## src/rtl/lpddr2_mem_arbiter.sv

```systemverilog
// lpddr2_mem_arbiter: round-robin N-port arbiter onto one LPDDR2 Avalon-MM port; optional read watchdog under MEM_TIMEOUT_EN.
// Latency: write req->done 3 cycles, read req->done 3 + readdatavalid latency; one transaction in flight.
// Backpressure: command held on Avalon until avl_waitrequest_n; requesters hold req until their done pulse.
module lpddr2_mem_arbiter #(
    parameter int NUM_PORTS  = 2,
    parameter int DW         = 32,
    parameter int IN_AW      = 32,
    parameter int AVL_AW     = 27,
    parameter int ADDR_SHIFT = 0,
    parameter int TIMEOUT    = 1023
) (
    input  logic                       iCLK,
    input  logic                       iRST_n,
    input  logic [NUM_PORTS-1:0]       read_req,
    input  logic [NUM_PORTS-1:0]       write_req,
    input  logic [NUM_PORTS*IN_AW-1:0] addr,
    input  logic [NUM_PORTS*DW-1:0]    inData,
    output logic [DW-1:0]              outData,
    output logic [NUM_PORTS-1:0]       done,
    output logic [NUM_PORTS-1:0]       err,
    input  logic                       local_init_done,
    input  logic                       avl_waitrequest_n,
    output logic [AVL_AW-1:0]          avl_address,
    output logic [DW-1:0]              avl_writedata,
    output logic                       avl_read,
    output logic                       avl_write,
    output logic                       avl_burstbegin,
    input  logic                       avl_readdatavalid,
    input  logic [DW-1:0]              avl_readdata,
    output logic [3:0]                 c_state
);
    localparam int PW = (NUM_PORTS > 1) ? $clog2(NUM_PORTS) : 1;

    localparam logic [3:0] S_INIT = 4'd0;
    localparam logic [3:0] S_IDLE = 4'd1;
    localparam logic [3:0] S_WR   = 4'd2;
    localparam logic [3:0] S_RD   = 4'd3;
    localparam logic [3:0] S_RDW  = 4'd4;
    localparam logic [3:0] S_DONE = 4'd5;

    logic [3:0]           r_state;
    logic [PW-1:0]        r_rr;
    logic [PW-1:0]        r_grant;
    logic [AVL_AW-1:0]    r_avl_address;
    logic [DW-1:0]        r_avl_writedata;
    logic                 r_avl_read;
    logic                 r_avl_write;
    logic                 r_avl_burstbegin;
    logic [DW-1:0]        r_outData;

    logic [NUM_PORTS-1:0] w_pend;
    logic                 w_found;
    logic [PW-1:0]        w_sel;

    function automatic logic [PW-1:0] f_wrap(input logic [PW-1:0] base, input int off);
        int s;
        s = int'(base) + off;
        if (s >= NUM_PORTS) s = s - NUM_PORTS;
        return PW'(s);
    endfunction

    // First pending port at or after the round-robin pointer.
    always_comb begin
        w_pend  = read_req | write_req;
        w_found = 1'b0;
        w_sel   = r_rr;
        for (int k = 0; k < NUM_PORTS; k++) begin
            if (!w_found && w_pend[f_wrap(r_rr, k)]) begin
                w_found = 1'b1;
                w_sel   = f_wrap(r_rr, k);
            end
        end
    end

`ifdef MEM_TIMEOUT_EN
    localparam int TW = $clog2(TIMEOUT + 1);
    logic [TW-1:0] r_to_cnt;
    logic          r_drop;
    logic          r_err;
`endif

    always_ff @(posedge iCLK or negedge iRST_n) begin
        if (!iRST_n) begin
            r_state          <= S_INIT;
            r_rr             <= '0;
            r_grant          <= '0;
            r_avl_address    <= '0;
            r_avl_writedata  <= '0;
            r_avl_read       <= 1'b0;
            r_avl_write      <= 1'b0;
            r_avl_burstbegin <= 1'b0;
            r_outData        <= '0;
`ifdef MEM_TIMEOUT_EN
            r_to_cnt         <= '0;
            r_drop           <= 1'b0;
            r_err            <= 1'b0;
`endif
        end else begin
`ifdef MEM_TIMEOUT_EN
            if (avl_readdatavalid && r_drop) r_drop <= 1'b0;
`endif
            case (r_state)
                S_INIT: if (local_init_done) r_state <= S_IDLE;
                S_IDLE: begin
                    if (w_found) begin
                        r_grant         <= w_sel;
                        r_rr            <= f_wrap(w_sel, 1);
                        r_avl_address   <= addr[w_sel*IN_AW + ADDR_SHIFT +: AVL_AW];
                        r_avl_writedata <= inData[w_sel*DW +: DW];
                        r_state         <= write_req[w_sel] ? S_WR : S_RD;
                    end
                end
                // First cycle raises the command; burstbegin never outlives it.
                S_WR, S_RD: begin
                    if (!(r_avl_write || r_avl_read)) begin
                        r_avl_write      <= (r_state == S_WR);
                        r_avl_read       <= (r_state == S_RD);
                        r_avl_burstbegin <= 1'b1;
                    end else begin
                        r_avl_burstbegin <= 1'b0;
                        if (avl_waitrequest_n) begin
                            r_avl_write <= 1'b0;
                            r_avl_read  <= 1'b0;
                            r_state     <= (r_state == S_WR) ? S_DONE : S_RDW;
`ifdef MEM_TIMEOUT_EN
                            r_to_cnt    <= '0;
`endif
                        end
                    end
                end
                S_RDW: begin
`ifdef MEM_TIMEOUT_EN
                    if (avl_readdatavalid && !r_drop) begin
                        r_outData <= avl_readdata;
                        r_state   <= S_DONE;
                    end else if (r_to_cnt == TW'(TIMEOUT - 2)) begin
                        r_outData <= DW'(32'hDEADBEEF);
                        r_err     <= 1'b1;
                        r_drop    <= 1'b1;
                        r_state   <= S_DONE;
                    end else begin
                        r_to_cnt  <= r_to_cnt + 1'b1;
                    end
`else
                    if (avl_readdatavalid) begin
                        r_outData <= avl_readdata;
                        r_state   <= S_DONE;
                    end
`endif
                end
                S_DONE: begin
                    r_state <= S_IDLE;
`ifdef MEM_TIMEOUT_EN
                    r_err   <= 1'b0;
`endif
                end
                default: r_state <= S_INIT;
            endcase
        end
    end

    always_comb begin
        done = '0;
        if (r_state == S_DONE) done[r_grant] = 1'b1;
    end

`ifdef MEM_TIMEOUT_EN
    always_comb begin
        err = '0;
        if (r_state == S_DONE && r_err) err[r_grant] = 1'b1;
    end
`else
    assign err = '0;
`endif

    assign outData        = r_outData;
    assign avl_address    = r_avl_address;
    assign avl_writedata  = r_avl_writedata;
    assign avl_read       = r_avl_read;
    assign avl_write      = r_avl_write;
    assign avl_burstbegin = r_avl_burstbegin;
    assign c_state        = r_state;
endmodule

```

## config.mk

```make
export PLATFORM = sky130hd
export DESIGN_NAME = lpddr2_mem_arbiter
export DESIGN_NICKNAME = d
export VERILOG_FILES = /design/src/rtl/lpddr2_mem_arbiter.sv
export SDC_FILE = /design/constraint.sdc
export NUM_CORES = 1
export LEC_CHECK = 0
export CELL_PAD_IN_SITES_DETAIL_PLACEMENT = 1
export CELL_PAD_IN_SITES_GLOBAL_PLACEMENT = 2
export CORE_AREA = 3 3 148 150
export DETAILED_ROUTE_END_ITERATION = 12
export DIE_AREA = 0 0 151 153
export PLACE_DENSITY_LB_ADDON = 0.08
export REMOVE_ABC_BUFFERS = 1
export SYNTH_ARGS = -nofsm -noshare
export SYNTH_HDL_FRONTEND = slang
export SYNTH_SLANG_ARGS = --single-unit
```

## constraint.sdc

```tcl
create_clock -name iCLK -period 1.9 [get_ports iCLK]
set_input_delay 0.38 -clock iCLK [delete_from_list [all_inputs] [get_ports iCLK]]
set_output_delay 0.38 -clock iCLK [all_outputs]
set_load 0.03 [all_outputs]
```

==> results.md <==
* Status: finished, final reports clean
* Setup ws final at 0.09038 ns
* Dominant cell type by area after synthesis: dfrtp_1
* I/O Pins at 271
* IO Port Bufs at 257
* Most frequently used flop master after synthesis: dfrtp_1
* Setup TNS at 0 ns
* Max incr delay on CP at 0.71 ns
* CTS tree: built
* CTS Buffer Depth at 2
* Placed cell count at 898
* H-tree Lvls at 3
* Post-CTS setup buffer count at 0
* Slew Viols, Final at 0
* Via density at 4.204
* Crit-path cells: clkdlybuf4s50_1
* CP Max Fanout at 2
* RSZ-0062 raised after global routing: false
* Critical Path Slowest Stage Cell: clkdlybuf4s50_1
* Die Area at 23100 um2
* Worst min path class: flop to flop
* Die Wd at 151 um
* Total Power at 13.05 mW
* Die Y at 153 um
* Clock transition at the registers of the reported paths at 0.07 ns
* Core ar. at 20820 um2
* Delay-heaviest family, CP: buffers and inverters
* DP HPWL at 12170 um
* P_leak at 3.223 nW
* Worst vdd ir at 0.0006215 V
* Clock insertion delay at the later pin of the skew report at 0.36 ns
* Vias in the first global route at 4270
* Largest cells by area after synthesis: dfrtp_1 60%, nand2_1 11%, a22oi_1 11%, mux2_2 8.4%, buf_6 1.6%
* Pre-CTS WS at -0.1882 ns
* CP Buf/Inv Count at 1
* First-pass GRT wire length at 24770 um
* Total GRT Usage at 14.14%
* # diodes at 0
* Cell Pwr Density at 1754 nW/um2
* Clock Sinks at 99
* DR pass1 iterations at 4
* Synthesized area at 4140 um2
* Synth warnings at 0
* Flops & latches, synth at 99
* Critical path arrival at 1.43 ns
* Achievable Freq at 552.6 MHz
* Ys async rst share at 100.0%
* Area post-placement at 7123 um2
* Layout Cells excl Fill at 914
* Drc violations at 0
* # setup viols final at 0
* ANT nets after route at 0
* Skew final at 0.01168 ns
* R2R setup slack at 0.13 ns
* Total wire length at 16360 um
* Routability-driven placement congestion ratio at 0.7173
* 1st-iter DRT viols at 108
* Initial antenna violation count at 0
* DR WL/cell at 17.90 um
* Syn Inst Count at 374
* CTS Buf Count at 9
* Crit end category: output port
* Worst setup SP type: flop
* FP Rows at 53
* Netlist cell types at 31
* Nets at 804
* Via count at 3842
* CP required at 1.52 ns
* Starting Density at 19.88%
* Layout cell share with drive strength beyond 1 at 10.95%
* Fin area at 7437 um2
* EDFF count, synth at 0
* Period utilization at 95.24%
* CTS root buf: clkbuf_16
* Crit path time final at 1.810 ns
* Yosys top cell area share at 59.84%
* Max cap viols at 0
* Area Overhead vs Synth at 79.63%
* Syn Area/Cell at 11.07 um2
* Fin. Hold Viols at 0
* Type of the worst setup path: flop to output port
* Remaining global-route overflow at 0
* Largest net degree at the start of global routing at 41
* Sequential share of the synthesized area at 59.84%
-- where the power goes --
part / switching, mW / internal (mW)
logic: 4.12 / 3.19
registers: 0.568 / 3.16
clock network: 0.862 / 1.15
-- worst paths after layout --
path | from | cells after the start | to
setup / recovery | avl_address[26] | 1 | avl_address[26]
hold / removal | avl_burstbegin | 2 | avl_burstbegin
setup reg to reg | c_state[2] | 5 | avl_address[22]
hold reg to reg | avl_burstbegin | 2 | avl_burstbegin
max in group asynchronous | iRST_n | 3 | avl_writedata[25]
min in group asynchronous | iRST_n | 2 | avl_writedata[14]
-- cell usage after synthesis, types with 2 or more instances --
library cell	n
nor2b_1	3
nor2_1	3
nand2b_1	2
and3_1	3
buf_6	6
mux2_2	31
dfrtp_1	99
buf_4	3
a22oi_1	59
buf_2	8
inv_1	4
nand2_1	121
a31oi_1	3
clkbuf_1	9
a21oi_1	4
-- worst register-to-register path: cells and delay by family, from the launching register on --
kind	cells	cell delay, ns
AOI/OAI and AO/OA	2	0.45
buffers and inverters	1	0.32
DFF	1	0.41
and+or+nand+nor	2	0.54
-- flip-flops by register name, indices dropped and copies added, names as in the netlist --
| signal | flops |
|---|---|
| avl_write | 1 |
| avl_address | 27 |
| r_rr | 1 |
| outData | 32 |
| avl_writedata | 32 |
| avl_read | 1 |
| r_grant | 1 |
| c_state | 3 |
| avl_burstbegin | 1 |
-- cells by family after synthesis --
kind of cell    count (synthesis)  share of synthesized area, %
xor+xnor                        1                        0.2116
mux                            32                         8.703
flops                          99                         59.84
simple gates                  137                         13.45
other cells                     1                       0.09057
compound gates                 74                         13.39
buf+inv                        30                         4.321
-- routing by layer --
| metal | routed length, um | global-route usage, % | part of all wire (%) |
|---|---|---|---|
| met2 | 8576 | 25.03 | 52 |
| met3 | 891 | 3.202 | 5.4 |
| met1 | 6542 | 16.41 | 40 |
| met5 | 0 | 0 | 0 |
| met4 | 346 | 5.484 | 2.1 |
-- cells in the final DEF, fill, tap and decap left out, drive strengths merged --
master         instances
clkdlybuf4s50        249
nand2                121
dfrtp                 99
a22oi                 59
mux2                  32
buf                   18
clkbuf                10
dlygate4sd2            5
inv                    5
a21oi                  4
nor2b                  3
and3                   3
nor2                   3
a31oi                  3
conb                   3
nand2b                 2
bufinv                 2
a211oi                 2
clkinv                 2
or3b                   1
o21a                   1
nor3                   1
or2                    1
a21o                   1
o21ai                  1
nor3b                  1
nor4                   1
xnor2                  1
o32ai                  1
o2bb2ai                1
o31ai                  1
clkinvlp               1
dlygate4sd3            1
-- through the flow --
| stage | hold WS (ns) | util [%] |
|---|---|---|
| 2_1_floorplan | 0.08441 | - |
| 3_3_place_gp | 0.3368 | 34.21 |
| 3_5_place_dp | 0.3330 | 34.21 |
| 4_1_cts | 0.4891 | 35.74 |
| 5_1_grt | 0.5011 | 35.72 |
| 6_report | 0.4782 | 35.72 |
-- layout make-up --
| class | instances | area (um2) |
|---|---|---|
| multi-input cells | 247 | 1499 |
| well taps | 275 | 344.1 |
| repair buffers | 274 | 2786 |
| flip-flops and latches | 99 | 2477 |
| clock inverters | 6 | 90.09 |
| inverters | 4 | 15.01 |
| clock buffers | 9 | 225.2 |
| fillers | 2343 | 13390 |
-- timing repair --
action / 4_1_cts / 5_1_grt
setup endpoints to repair: 6 / 1
hold buffers: 1 / 0
resized for setup: 7 / 1
hold endpoints to repair: 25 / 0
(Power assumes the default switching activity.)
